$ cat src/rtl/usb_uart_tx_arbiter.sv
// Packet-granular round-robin arbiter that shares the USB UART TX byte port
// between NUM_REQ producers, with idle-timeout release and UART-reset hold-off.

module usb_uart_tx_arb_lane (
  input  logic i_sel,
  input  logic i_en,
  input  logic i_valid,
  input  logic i_tx_ready,
  output logic o_valid,
  output logic o_ready
);
  assign o_valid = i_en & i_sel & i_valid;
  assign o_ready = i_en & i_sel & i_tx_ready;
endmodule

module usb_uart_tx_arbiter #(
  parameter int NUM_REQ      = 2,
  parameter int IDLE_TIMEOUT = 4800
) (
  input  logic                 i_clk,
  input  logic                 i_reset,
  input  logic                 i_uart_reset,
  input  logic [NUM_REQ-1:0]   i_req_valid,
  input  logic [8*NUM_REQ-1:0] i_req_byte,
  input  logic [NUM_REQ-1:0]   i_req_last,
  output logic [NUM_REQ-1:0]   o_req_ready,
  output logic [7:0]           o_tx_byte,
  output logic                 o_tx_byte_valid,
  input  logic                 i_tx_ready,
  output logic [NUM_REQ-1:0]   o_grant,
  output logic                 o_timeout_pulse
);
  localparam int IW = (NUM_REQ > 1) ? $clog2(NUM_REQ) : 1;
  localparam int CW = $clog2(IDLE_TIMEOUT + 1);

  typedef enum logic {S_IDLE, S_LOCKED} state_t;

  state_t               r_state, w_state_nxt;
  logic [NUM_REQ-1:0]   r_grant, w_grant_nxt;
  logic [IW-1:0]        r_owner, w_owner_nxt;
  logic [IW-1:0]        r_last_win, w_last_win_nxt;
  logic [CW-1:0]        r_cnt, w_cnt_nxt;
  logic                 r_timeout, w_timeout_nxt;

  logic                 w_en;
  logic [NUM_REQ-1:0]   w_lane_valid;
  logic [NUM_REQ-1:0][7:0] w_bytes;
  logic                 w_owner_valid;
  logic                 w_xfer;
  logic                 w_found;
  logic [IW-1:0]        w_pick;

  assign w_en    = (r_state == S_LOCKED) & ~i_uart_reset;
  assign w_bytes = i_req_byte;

  for (genvar g = 0; g < NUM_REQ; g++) begin : g_lane
    usb_uart_tx_arb_lane u_lane (
      .i_sel      (r_grant[g]),
      .i_en       (w_en),
      .i_valid    (i_req_valid[g]),
      .i_tx_ready (i_tx_ready),
      .o_valid    (w_lane_valid[g]),
      .o_ready    (o_req_ready[g])
    );
  end

  assign o_tx_byte_valid = |w_lane_valid;
  assign o_tx_byte       = w_en ? w_bytes[r_owner] : 8'h00;
  assign o_grant         = r_grant;
  assign o_timeout_pulse = r_timeout;
  assign w_owner_valid   = i_req_valid[r_owner];
  assign w_xfer          = o_tx_byte_valid & i_tx_ready;

  // Round-robin scan starting just after the previous winner.
  always_comb begin
    logic [IW-1:0] w_idx;
    w_found = 1'b0;
    w_pick  = '0;
    w_idx   = '0;
    for (int k = 1; k <= NUM_REQ; k++) begin
      w_idx = IW'((int'(r_last_win) + k) % NUM_REQ);
      if (!w_found && i_req_valid[w_idx]) begin
        w_found = 1'b1;
        w_pick  = w_idx;
      end
    end
  end

  always_comb begin
    w_state_nxt    = r_state;
    w_grant_nxt    = r_grant;
    w_owner_nxt    = r_owner;
    w_last_win_nxt = r_last_win;
    w_cnt_nxt      = r_cnt;
    w_timeout_nxt  = 1'b0;
    case (r_state)
      S_IDLE: begin
        w_cnt_nxt = '0;
        if (!i_uart_reset && w_found) begin
          w_state_nxt         = S_LOCKED;
          w_owner_nxt         = w_pick;
          w_grant_nxt         = '0;
          w_grant_nxt[w_pick] = 1'b1;
        end
      end
      S_LOCKED: begin
        if (i_uart_reset) begin
          w_state_nxt = S_IDLE;
          w_grant_nxt = '0;
          w_cnt_nxt   = '0;
        end else if (w_xfer && i_req_last[r_owner]) begin
          w_state_nxt    = S_IDLE;
          w_grant_nxt    = '0;
          w_last_win_nxt = r_owner;
          w_cnt_nxt      = '0;
        end else if (w_owner_valid) begin
          w_cnt_nxt = '0;
        end else if (r_cnt == CW'(IDLE_TIMEOUT - 1)) begin
          // This idle cycle is the IDLE_TIMEOUT-th in a row: force release.
          w_state_nxt    = S_IDLE;
          w_grant_nxt    = '0;
          w_last_win_nxt = r_owner;
          w_cnt_nxt      = '0;
          w_timeout_nxt  = 1'b1;
        end else begin
          w_cnt_nxt = r_cnt + CW'(1);
        end
      end
      default: begin
        w_state_nxt = S_IDLE;
        w_grant_nxt = '0;
        w_cnt_nxt   = '0;
      end
    endcase
  end

  always_ff @(posedge i_clk or posedge i_reset) begin
    if (i_reset) begin
      r_state    <= S_IDLE;
      r_grant    <= '0;
      r_owner    <= '0;
      r_last_win <= IW'(NUM_REQ - 1);
      r_cnt      <= '0;
      r_timeout  <= 1'b0;
    end else begin
      r_state    <= w_state_nxt;
      r_grant    <= w_grant_nxt;
      r_owner    <= w_owner_nxt;
      r_last_win <= w_last_win_nxt;
      r_cnt      <= w_cnt_nxt;
      r_timeout  <= w_timeout_nxt;
    end
  end
endmodule
$ cat config.mk
export PLATFORM = sky130hd
export DESIGN_NAME = usb_uart_tx_arbiter
export DESIGN_NICKNAME = d
export VERILOG_FILES = /design/src/rtl/usb_uart_tx_arbiter.sv
export SDC_FILE = /design/constraint.sdc
export NUM_CORES = 1
export LEC_CHECK = 0
export ABC_AREA = 1
export BUFFER_PORTS_ARGS = -buffer_cell sky130_fd_sc_hd__buf_2
export CAP_MARGIN = 25
export CORE_MARGIN = 2
export CORE_UTILIZATION = 45
export CTS_CLUSTER_DIAMETER = 120
export DETAILED_ROUTE_END_ITERATION = 10
export PLACE_DENSITY = 0.74
export SYNTH_ARGS = -nofsm -noshare
export SYNTH_HDL_FRONTEND = slang
export SYNTH_SLANG_ARGS = --single-unit
$ cat constraint.sdc
create_clock -name i_clk -period 1.5 [get_ports i_clk]
set_input_delay 0.3 -clock i_clk [delete_from_list [all_inputs] [get_ports i_clk]]
set_output_delay 0.3 -clock i_clk [all_outputs]
set_load 0.05 [all_outputs]
After elaboration in Yosys (flattened, before gate mapping). Index checks and enable logic that the tools add are counted.

Register bits after elaboration: 19. Output and inout bits: 14.

Reductions and logical operators: 11. Add/sub/neg operators: 3. Equality and inequality tests: 5. Bitwise logic cells: 10. Magnitude comparators: 5. Multiplexer cells: 42.

Operator list (count): $mux 13 (4); $mux 1 (26); $pmux 13 s2 (1); $mux 8 (3); $add 13x1->13 const B (1); $eq 13x13->1 const B (1); $mux 2 (5); $and 1x1->1 (8); $lt 1x2->1 const B (4); $logic_and 1x1->1 (4); $ne 4x2->1 const B (1); $ne 4x3->1 const B (1); $pmux 2 s2 (1); $reduce_and 4->1 (1); $reduce_and 3->1 (1); $add 1x1->1 const B (2); $logic_not 1->1 (2); $ne 2x1->1 const B (1); $ne 2x2->1 const B (1); $not 1->1 (2); $pmux 1 s2 (1); $reduce_and 2->1 (1); $reduce_bool 2->1 (1); $reduce_or 2->1 (1); other kinds (2) (2).

Logic depth before layout (Yosys ltp). Gate-level depths: netlist of the first run.

Depth after elaboration: 13. Gate-level depth with buffers: 10.

Cells and area by module. A second synthesis of the first run with hierarchy kept.

Cells, all modules: 170. Area, all modules: 1278.7 sq um.

By module, submodules not included: usb_uart_tx_arbiter (instances 1, cells each 160, sequential area each 476.7 sq um, area an instance 1241.2 sq um); usb_uart_tx_arb_lane (instances 2, cells each 5, sequential area each 0.0 sq um, area an instance 18.8 sq um).

Worst setup path before layout of the first run. No wires, ideal clock.

Kind: reg2out. Start point: register r_state. End point: output o_tx_byte[0]. Slack: -0.329 ns. Arrival: 1.529 ns. Buffers on the path: 0. Data required time: 1.200 ns. Cell stages (with the launch flop): 5. Path through: dfrtp_1 inv_2 nor2_2 inv_1 a21oi_1.

Word-level cells in the longest chain between the ends: 2.

RTL lines: start: declaration (RTL line 38) `state_t r_state, w_state_nxt;`; start signal: assignment (RTL line 146) `r_state <= w_state_nxt;`; $and 1x1->1 (RTL line 53) `assign w_en = (r_state == S_LOCKED) & ~i_uart_reset;`; $mux 8 (RTL line 68) `assign o_tx_byte = w_en ? w_bytes[r_owner] : 8'h00;`; end: declaration (RTL line 27) `output logic [7:0] o_tx_byte,`.

Every way passes these cells.

Worst setup path after layout of the first run.
Start point: register r_state. End point: output o_req_ready[0].

Word-level cells in the longest chain between the ends: 3.

RTL lines: $and 1x1->1 (RTL line 53); $and 1x1->1 (2 in series) (RTL line 13) `assign o_ready = i_en & i_sel & i_tx_ready;`; end: declaration (RTL line 26) `output logic [NUM_REQ-1:0] o_req_ready,`.

Every way passes these cells.

==> impl_results.md, run 1 <==
- TritonCTS clock tree: yes
- Clock Sinks: 19
- Critical Path End Type: output pin
- Max Cap Violations: 0
- Cell row count: 18
- Initial DRC Count: 28
- Core area: 2477 um^2
- Hold Path Origin: i_req_valid[0]
- Critical-path cell list: inv_2 -> nor2_4 -> buf_6 -> nand2_2 -> nor2_2 -> buf_6
- Overall power: 1366 uW
- Hold endpoint: o_grant[1]$_DFFE_PP0P_
- Setup Total Neg Slack: -0.7800 ns
- Initial antenna violation count: 0
- Commonest non-fill, non-tap cells in the layout: nand2_1 (43), buf_2 (26), dfrtp_1 (17)
- Die X: 55.32 um
- Outcome: finished, violations left
- Crit path DAT: 1.30 ns
- Most common cell after layout, fill and taps aside: nand2_1
- Root buf cell: clkbuf_4
- # setup viols final: 11
- Layout cells sized above 1: 47.60%
- Ports: 38
- Fmax: 624.8 MHz
- Reg2Reg Setup Slack: 0.05 ns
- Gpl congestion: 0.8151
- Fin crit period: 1.600 ns
- Nets: 234
- First drt pass iteration count: 5
- DRT Wirelength: 3011 um
- Port Buffer Count: 37
- Post-synth EDFFs: 0
- RSZ-0062 raised after global routing: yes
- WL/cell: 12.65 um
- ANT nets after route: 0
- Drt drc: 0
- Hold depth: 4
- Slowest stage delay, CP: 0.38 ns
- Syn Inst Count: 159
- Max Transition Viols Final: 0
- Post-Syn Nets: 184
- FF-to-FF path depth: 10
- Seq/Total Area, Yosys: 40.23%
- Area of the multi-input gates: 696.9 um^2
- Most common flop cell mapped by yosys: dfrtp_1
- Final period util: 106.7%
- Syn. warnings: 0
- HP Class: input port to flop
- Area grow syn2layout: 44.25%
- Clock Skews: 0.01041 ns
- Cells after DPL: 227
- CTS Buffer Depth: 2
- Pin count of the biggest net entering global routing: 20
- Critical Path RT: 1.20 ns
- Post-DR vias/cell: 5.109
- Post-DP HPWL: 2037 um
- Initial Utilization: 47.83%
- GRT overflow: 0
- Tightest Pin Transition: 0.2548 ns
- Clock transition at path regs: 0.11 ns
- Die Height: 55.32 um
- Reg2reg start: r_state$_DFF_PP0_
- CP startpoint kind: flop
- Finished Layout Cells: 238
- Fin worst setup slack: -0.1005 ns
- Worst Path Max Fanout: 3
- Reg-to-reg endpoint: r_cnt[5]$_DFF_PP0_
- WP buf/inv: 3
- Max VDD drop: 0.0005683 V
- Area occupied by registers: 478.0 um^2
- Power per cell area: 798.9 nW/um^2
- # fillers: 212
- Full die area: 3060 um^2
- First-pass GRT wire length: 4857 um
- Slowest cell on crit path: dfrtp_1
- Synth Register Bits: 19
- # H-tree levels: 1
- Setup Crit Path Kind: flop to output pin
- N_diodes: 0
- Post-Syn Area: 1185 um^2
- Vias: 1,216
- Crit-path leading delay family: flip-flops
- Failing checks: setup timing
- Mean post-synth cell area: 7.452 um^2
- Layout Utilization: 68.99%
- Num CTS Buffers: 3
- Skew-Pair Late Insertion Delay: 0.30 ns
- Synth cell types: 24
- Gr usage total: 19.48%
- Max-slew headroom at the worst pin: 83.01%
- Hold Fails Final Rpt: 0
- Vias in the first global route: 1,166
- Leak Pwr: 0.0007862 uW
- Ys async rst share: 100.0%
- Most used cell, CP: buf_6
==> synth_stat cells, types with 2 or more instances <==
| library cell | number | area (um^2) |
|---|---|---|
| nand2_1 | 47 | 176.4 |
| xor2_1 | 6 | 52.55 |
| buf_4 | 5 | 37.54 |
| a21oi_1 | 9 | 45.04 |
| nand3_2 | 2 | 20.02 |
| inv_1 | 14 | 52.55 |
| inv_2 | 2 | 7.510 |
| nand4_1 | 2 | 12.51 |
| nand2_2 | 2 | 12.51 |
| nor2_2 | 14 | 87.58 |
| xnor2_1 | 3 | 26.28 |
| nand3_1 | 4 | 20.02 |
| nor2_1 | 18 | 67.56 |
| dfrtp_1 | 18 | 450.4 |
| o21ai_0 | 4 | 20.02 |
==> sequential cells by signal, indices dropped and copies added (netlist names) <==
signal and count:
r_state 1, r_last_win 1, o_timeout_pulse 1, o_grant 2, r_owner 1, r_cnt 13
==> layer usage <==
| metal | vias to the layer above | part of all wire, % | track usage, % |
|---|---|---|---|
| li1 | 588 | - | - |
| met1 | 580 | 40 | 21.79 |
| met2 | 43 | 53 | 35.71 |
| met3 | 5 | 4.9 | 2.810 |
| met4 | 0 | 1.9 | 9.408 |
| met5 | - | 0 | 0 |
==> worst max-delay path by stage <==
| stage | start | to | slack [ns] | depth (start not counted) |
|---|---|---|---|---|
| after CTS | r_state$_DFF_PP0_ | o_tx_byte[7] | -0.1 | 5 |
| after floorplan | r_state$_DFF_PP0_ | o_tx_byte[0] | -0.09 | 4 |
| after detailed placement | i_uart_reset | o_tx_byte[7] | 0.01 | 5 |
| after global placement | i_uart_reset | o_tx_byte[5] | 0.07 | 5 |
| after global routing | r_state$_DFF_PP0_ | o_req_ready[0] | -0.16 | 6 |
| final | r_state$_DFF_PP0_ | o_req_ready[0] | -0.10 | 6 |
==> metrics by stage <==
stage | cell area, um^2 | hold WS (ns) | setup WS [ns]
6_report | 1709 | 0.3752 | -0.1005
3_5_place_dp | 1458 | 0.3323 | 0.01210
2_1_floorplan | 1215 | 0.2504 | -0.09402
5_1_grt | 1709 | 0.3714 | -0.1610
3_3_place_gp | 1458 | 0.3306 | 0.07439
4_1_cts | 1605 | 0.3493 | -0.09779
==> layout make-up <==
class                   instances  share of cell area, %
clock buffers                   4                  1.537
inverters                      16                  4.100
multi-input cells             117                  40.78
flip-flops and latches         19                  27.96
well taps                      30                  2.196
repair buffers                 52                  23.43
==> cell families (layout without fill, tap and decap cells) <==
group	count (synthesis)	count (layout)	share of synthesized area, %
AND/OR/NAND/NOR	91	91	35.27
buffers and inverters	23	72	9.504
flip-flops	19	19	40.23
AO/OA/AOI/OAI	16	16	7.286
XOR/XNOR	9	9	6.653
adder cells (fa/ha/maj)	1	1	1.056
==> worst reg2reg max path, cell delays in order (launching register included) <==
cell and delay, ns:
dfrtp_1 0.38, inv_2 0.06, nor2_4 0.14, buf_6 0.13, buf_4 0.09, buf_4 0.12, nand2_2 0.08, nor2_4 0.12
inv_4 0.07, buf_12 0.14, nor2_2 0.07
==> power breakdown <==
part,switching [uW],internal [uW],total (uW),leakage [uW]
combinational,331,202,533,0.000516
sequential,27.8,539,567,0.000255
clock,162,104,266,0.0000150
==> timing repair <==
item | CTS | global route
hold buffers | 1 | 0
endpoints found under the hold margin | 8 | 0
buffers inserted | 2 | 4
pin swaps | 4 | 3
resized for setup | 33 | 20
endpoints found under the setup margin | 11 | 27
No activity file was read; power rests on OpenSTA's default activity.
==> run 2, diff against run 1 <==
--- a/config.mk
+++ b/config.mk
@@ -12,7 +12,8 @@
 export CORE_UTILIZATION = 45
 export CTS_CLUSTER_DIAMETER = 120
 export DETAILED_ROUTE_END_ITERATION = 10
-export PLACE_DENSITY = 0.74
+export GPL_TIMING_DRIVEN = 0
+export PLACE_DENSITY = 0.7
 export SYNTH_ARGS = -nofsm -noshare
 export SYNTH_HDL_FRONTEND = slang
 export SYNTH_SLANG_ARGS = --single-unit
==> impl_results.md, run 2 (synthesis results as in run 1) <==
- Outcome: finished, violations left
- Failing checks: setup timing
- Number of hold buffers added after CTS: 0 (-1)
- Critical Path End Type: output pin
- Die Height: 55.32 um (unchanged)
- GRT overflow: 0 (unchanged)
- Die X: 55.32 um (unchanged)
- FF-to-FF path depth: 10 (unchanged)
- Slowest stage delay, CP: 0.39 ns (about the same)
- RSZ-0062 raised after global routing: yes
- Vias in the first global route: 1,180 (+1.2%)
- N_diodes: 0 (unchanged)
- Leak Pwr: 0.0007783 uW (-1.0%)
- # H-tree levels: 1 (unchanged)
- Max Transition Viols Final: 0 (unchanged)
- Vias: 1,131 (-7.0%)
- Clock Sinks: 19 (unchanged)
- Reg-to-reg endpoint: r_cnt[7]$_DFF_PP0_
- CP startpoint kind: flop
- Reg2Reg Setup Slack: 0.03 ns (-0.02 ns)
- Crit path DAT: 1.35 ns (+0.05 ns)
- Final period util: 109.8% (+3.1 points)
- TritonCTS clock tree: yes
- WHS: 0.09506 ns (-0.2801 ns)
- Critical-path cell list: inv_2 -> nor2_4 -> nand2_1 -> nor2_1 -> buf_4 -> buf_8
- Post-DP HPWL: 1961 um (-3.7%)
- Tightest Pin Transition: 0.7193 ns (+0.4645 ns)
- Nets: 233 (-0.43%)
- Gpl congestion: 0.8734 (+7.2%)
- Largest register by flop count: r_cnt
- Critical Path RT: 1.20 ns (about the same)
- Power per cell area: 793.6 nW/um^2 (-0.66%)
- First-pass GRT wire length: 4802 um (-1.1%)
- Gr usage total: 19.19% (-0.28 points)
- Clock transition at path regs: 0.11 ns (about the same)
- Initial antenna violation count: 0 (unchanged)
- Pin count of the biggest net entering global routing: 20 (unchanged)
- DRT Wirelength: 2751 um (-8.6%)
- Max VDD drop: 0.0005258 V (-7.5%)
- Fin crit period: 1.647 ns (+0.04669 ns)
- Cells after DPL: 226 (-0.44%)
- Cell row count: 18 (unchanged)
- Initial DRC Count: 10 (-64%)
- Max-slew headroom at the worst pin: 51.99% (-31 points)
- Area grow syn2layout: 41.50%
- # setup viols final: 11 (unchanged)
- Full die area: 3060 um^2 (unchanged)
- Port Buffer Count: 37 (unchanged)
- Most common cell after layout, fill and taps aside: nand2_1
- Post-DR vias/cell: 4.772 (-6.6%)
- HP Class: input port to async pin
- Fin worst setup slack: -0.1472 ns (-0.04669 ns)
- Commonest non-fill, non-tap cells in the layout: nand2_1 (45), buf_2 (26), nor2_1 (17), dfrtp_1 (17), nor2_2 (14)
- Worst Path Max Fanout: 4 (+1)
- WL/cell: 11.61 um (-8.2%)
- Drt drc: 0 (unchanged)
- Finished Layout Cells: 237 (-0.42%)
- WP buf/inv: 3 (unchanged)
- Skew-Pair Late Insertion Delay: 0.30 ns (about the same)
- Slowest cell on crit path: dfrtp_1
- Core area: 2477 um^2 (unchanged)
- Hold Fails Final Rpt: 0 (unchanged)
- Clock Skews: 0.007292 ns (-0.003116 ns)
- Max reg flops: 13 (unchanged)
- Fmax: 607.1 MHz (-2.8%)
- Layout cells sized above 1: 45.89% (-1.7 points)
- Max Cap Violations: 0 (unchanged)
- Root buf cell: clkbuf_4
- Initial Utilization: 47.83% (unchanged)
- CTS Buffer Depth: 2 (unchanged)
- Num CTS Buffers: 3 (unchanged)
- Setup Crit Path Kind: flop to output pin
- Reg2reg start: r_state$_DFF_PP0_
- Crit-path leading delay family: flip-flops
- ANT nets after route: 0 (unchanged)
- Ports: 38 (unchanged)
- First drt pass iteration count: 4 (-1)
[run 2: cell count changes in the layout (fill, tap and decap cells not counted), moves of 2 or more]
cell     before  now
buf_8         1    3
nand3_4       0    2
buf_4         9   12
nand2_1      43   45
buf_6        14    9
nor2_2       10   14
nor2_4        8    2
nor2_1       15   17
nand2_2       6    4
[run 2: layout make-up]
type                    instances  area, um^2
repair buffers                 45       325.3
fillers                       213       800.8
well taps                      30       37.54
inverters                      16       65.06
clock buffers                   4       26.28
plain buffers                   6       61.31
flip-flops and latches         19       478.0
multi-input cells             117       683.2
[run 2: what timing repair did]
item / in CTS / in global routing
pin swaps: 2 / 10
gates cloned: 0 / 1
gates resized for setup: 29 / 16
buffers inserted: 4 / 3
setup endpoints to repair: 22 / 14
[run 2: how the worst max path moves through the flow]
stage,start,to,slack [ns],cells past startpoint
final,r_state$_DFF_PP0_,o_req_ready[1],-0.15,6
after global routing,r_state$_DFF_PP0_,o_req_ready[0],-0.20,6
after CTS,r_state$_DFF_PP0_,o_tx_byte[3],-0.12,5
after detailed placement,r_state$_DFF_PP0_,o_tx_byte[3],-0.19,5
after global placement,r_state$_DFF_PP0_,o_tx_byte[6],-0.16,5
after floorplan,r_state$_DFF_PP0_,o_tx_byte[0],-0.09,4
[run 2: worst register-to-register path, cell delays in order, from the launching register on]
cell and delay [ns]:
dfrtp_1 0.39, inv_2 0.06, nor2_4 0.16, buf_4 0.13, buf_4 0.09, buf_4 0.11, nand2_2 0.06, nor2_2 0.13
inv_2 0.07, buf_12 0.15, nor2_2 0.07
[run 2: power breakdown]
part | leakage, uW | switching [uW] | total, uW | internal, uW
sequential | 0.000255 | 27.5 | 567 | 539
clock | 0.0000150 | 160 | 264 | 104
combinational | 0.000508 | 307 | 500 | 193
total | 0.000778 | 495 | 1330 | 836
[run 2: metal layers]
layer	part of all wire [%]	GRT usage, %	vias up
li1	-	-	586
met1	42	23.15	506
met2	51	33.50	35
met3	4.4	3.044	4
met4	1.7	8.362	0
met5	0	0	-
[run 2: through the flow]
step / utilization, % / setup slack [ns] / power, uW / TNS [ns] / cell area [um^2]
6_report: 67.68 / -0.1472 / 1331 / -1.142 / 1677
5_1_grt: 67.68 / -0.1983 / 1411 / -1.888 / 1677
4_1_cts: 63.64 / -0.1198 / 1277 / -1.093 / 1577
3_5_place_dp: 58.03 / -0.1901 / 965.0 / -1.468 / 1438
3_3_place_gp: 58.03 / -0.1602 / 953.7 / -1.217 / 1438
2_1_floorplan: - / -0.09402 / 865.2 / -0.7521 / 1215
==> run 3, diff against run 2 <==
--- a/config.mk
+++ b/config.mk
@@ -6,14 +6,14 @@
 export NUM_CORES = 1
 export LEC_CHECK = 0
 export ABC_AREA = 1
-export BUFFER_PORTS_ARGS = -buffer_cell sky130_fd_sc_hd__buf_2
 export CAP_MARGIN = 25
 export CORE_MARGIN = 2
 export CORE_UTILIZATION = 45
 export CTS_CLUSTER_DIAMETER = 120
 export DETAILED_ROUTE_END_ITERATION = 10
+export DONT_BUFFER_PORTS = 1
 export GPL_TIMING_DRIVEN = 0
-export PLACE_DENSITY = 0.7
+export PLACE_DENSITY = 0.58
 export SYNTH_ARGS = -nofsm -noshare
 export SYNTH_HDL_FRONTEND = slang
 export SYNTH_SLANG_ARGS = --single-unit
==> impl_results.md, run 3 (synthesis results as in run 1) <==
- Outcome: finished, violations left
- Failing checks: hold timing, setup timing
- Max Cap Violations: 0 (unchanged)
- Commonest non-fill, non-tap cells in the layout: nand2_1 (45), dfrtp_1 (18), nor2_1 (15), nor2_2 (15), inv_1 (13)
- Clock transition at path regs: 0.11 ns (about the same)
- Power per cell area: 835.1 nW/um^2 (+5.2%)
- Max Transition Viols Final: 0 (unchanged)
- N_diodes: 0 (unchanged)
- Skew-Pair Late Insertion Delay: 0.30 ns (about the same)
- Crit path DAT: 1.45 ns (+0.10 ns)
- Gpl congestion: 0.7562 (-13%)
- Initial DRC Count: 8 (-2)
- WL/cell: 12.41 um (+6.9%)
- Clock Sinks: 19 (unchanged)
- Post-DP HPWL: 1713 um (-13%)
- Met1 Wirelength: 1056 um (-9.4%)
- ANT nets after route: 0 (unchanged)
- Max VDD drop: 0.0006107 V (+16%)
- Critical Path RT: 1.20 ns (about the same)
- Layout Utilization: 61.77% (-5.9 points)
- Post-DR vias/cell: 5.085 (+6.5%)
- Num CTS Buffers: 3 (unchanged)
- Vias in the first global route: 1,046 (-11%)
- Gr usage total: 16.86% (-2.3 points)
- Die Height: 55.32 um (unchanged)
- Reg2Reg Setup Slack: 0.03 ns (about the same)
- CP startpoint kind: flop
- Critical Path End Type: output pin
- Root buf cell: clkbuf_4
- Ports: 38 (unchanged)
- Nets: 197 (-15%)
- Critical-path cell list: inv_2 -> nor2_4 -> clkinvlp_4 -> buf_12 -> a21oi_4
- Number of hold buffers added after CTS: 0 (unchanged)
- Pin count of the biggest net entering global routing: 20 (unchanged)
- Slowest cell on crit path: dfrtp_1
- GRT overflow: 0 (unchanged)
- Hold Fails Final Rpt: 8 (+8)
- Leak Pwr: 0.0006423 uW (-17%)
- Fin worst setup slack: -0.2483 ns (-0.1011 ns)
- Initial Utilization: 47.83% (unchanged)
- Met3 wire len: 137 um (+12%)
- Layout cells sized above 1: 34.50% (-11 points)
- # H-tree levels: 1 (unchanged)
- HP Class: input port to async pin
- Area grow syn2layout: 29.14%
- Drt drc: 0 (unchanged)
- CTS Buffer Depth: 2 (unchanged)
- Full die area: 3060 um^2 (unchanged)
- Max reg flops: 13 (unchanged)
- Most common cell after layout, fill and taps aside: nand2_1
- Worst Path Max Fanout: 8 (+4)
- Largest register by flop count: r_cnt
- First-pass GRT wire length: 4202 um (-12%)
- First drt pass iteration count: 4 (unchanged)
- DR top layer: met4
- Routed wl met2: 1287 um (-9.0%)
- WHS: -0.003670 ns (-0.09873 ns)
- Vias: 1,022 (-9.6%)
- TritonCTS clock tree: yes
- Setup Crit Path Kind: flop to output pin
- Port Buffer Count: 0 (-100%)
- Reg-to-reg endpoint: r_cnt[0]$_DFF_PP0_
- Fin crit period: 1.748 ns (+0.1011 ns)
- Clock Skews: 0.01071 ns (+0.003415 ns)
- # setup viols final: 10 (-1)
- Initial antenna violation count: 0 (unchanged)
- Core area: 2477 um^2 (unchanged)
- Overall power: 1278 uW (-4.0%)
- Final period util: 116.6% (+6.7 points)
- Setup Total Neg Slack: -2.331 ns (-1.189 ns)
- Die X: 55.32 um (unchanged)
- Reg2reg start: r_state$_DFF_PP0_
- RSZ-0062 raised after global routing: yes
- Tightest Pin Transition: 0.7348 ns (+0.01548 ns)
- DRT Wirelength: 2495 um (-9.3%)
- Fmax: 572.0 MHz (-5.8%)
- FF-to-FF path depth: 9 (-1)
- Max-slew headroom at the worst pin: 50.96% (-1.0 points)
- Dpl ws: -0.2553 ns (-0.06512 ns)
- Slowest stage delay, CP: 0.38 ns (about the same)
- Cell row count: 18 (unchanged)
[run 3: cell count changes in the layout (fill, tap and decap cells not counted), sizes merged]
| cell | before | now |
|---|---|---|
| clkinv | 0 | 1 |
| clkinvlp | 0 | 1 |
| buf | 51 | 14 |
| inv | 16 | 15 |
[run 3: worst max path at each step]
| stage | cells after the start | end | from | slack [ns] |
|---|---|---|---|---|
| final | 5 | o_tx_byte[6] | r_state$_DFF_PP0_ | -0.25 |
| after global routing | 5 | o_tx_byte[5] | r_state$_DFF_PP0_ | -0.31 |
| after CTS | 5 | o_tx_byte[2] | r_state$_DFF_PP0_ | -0.28 |
| after detailed placement | 4 | o_tx_byte[2] | r_state$_DFF_PP0_ | -0.26 |
| after global placement | 4 | o_tx_byte[1] | r_state$_DFF_PP0_ | -0.25 |
| after floorplan | 4 | o_tx_byte[0] | r_state$_DFF_PP0_ | -0.09 |
[run 3: layout make-up]
type	instances	area (um^2)
inverters	16	66.31
flip-flops and latches	19	476.7
plain buffers	7	72.57
fillers	216	947.2
multi-input cells	117	755.7
clock inverters	1	5.005
clock buffers	3	22.52
repair buffers	8	93.84
well taps	30	37.54
[run 3: per-layer routing]
metal	vias to the layer above	GRT usage [%]
met4	0	5.575
li1	509	-
met5	-	0
met3	2	3.513
met1	483	18.78
met2	28	31.46
[run 3: power breakdown]
group          leakage (uW)  internal, uW  switching (uW)
Combinational      0.000368           142             318
Clock             0.0000177          99.2             159
Sequential         0.000256           538            21.8
Total              0.000642           779             498
[run 3: what timing repair did]
action                     4_1_cts  5_1_grt
gates cloned                     0        1
setup endpoints to repair       26       24
setup buffers                    4        3
pin swaps                        2        8
gates resized for setup         15       18
[run 3: through the flow]
step / instances / instance area, um^2
floorplan: 159 / 1215
global placement: 189 / 1252
detailed placement: 189 / 1252
CTS: 197 / 1406
global route: 201 / 1530
finish: 201 / 1530
[run 3: worst max-delay path: cells and delay by family (launching register included)]
| kind | cells | cell delay [ns] |
|---|---|---|
| flops | 1 | 0.38 |
| compound gates | 1 | 0.33 |
| buf+inv | 3 | 0.33 |
| simple gates | 1 | 0.12 |
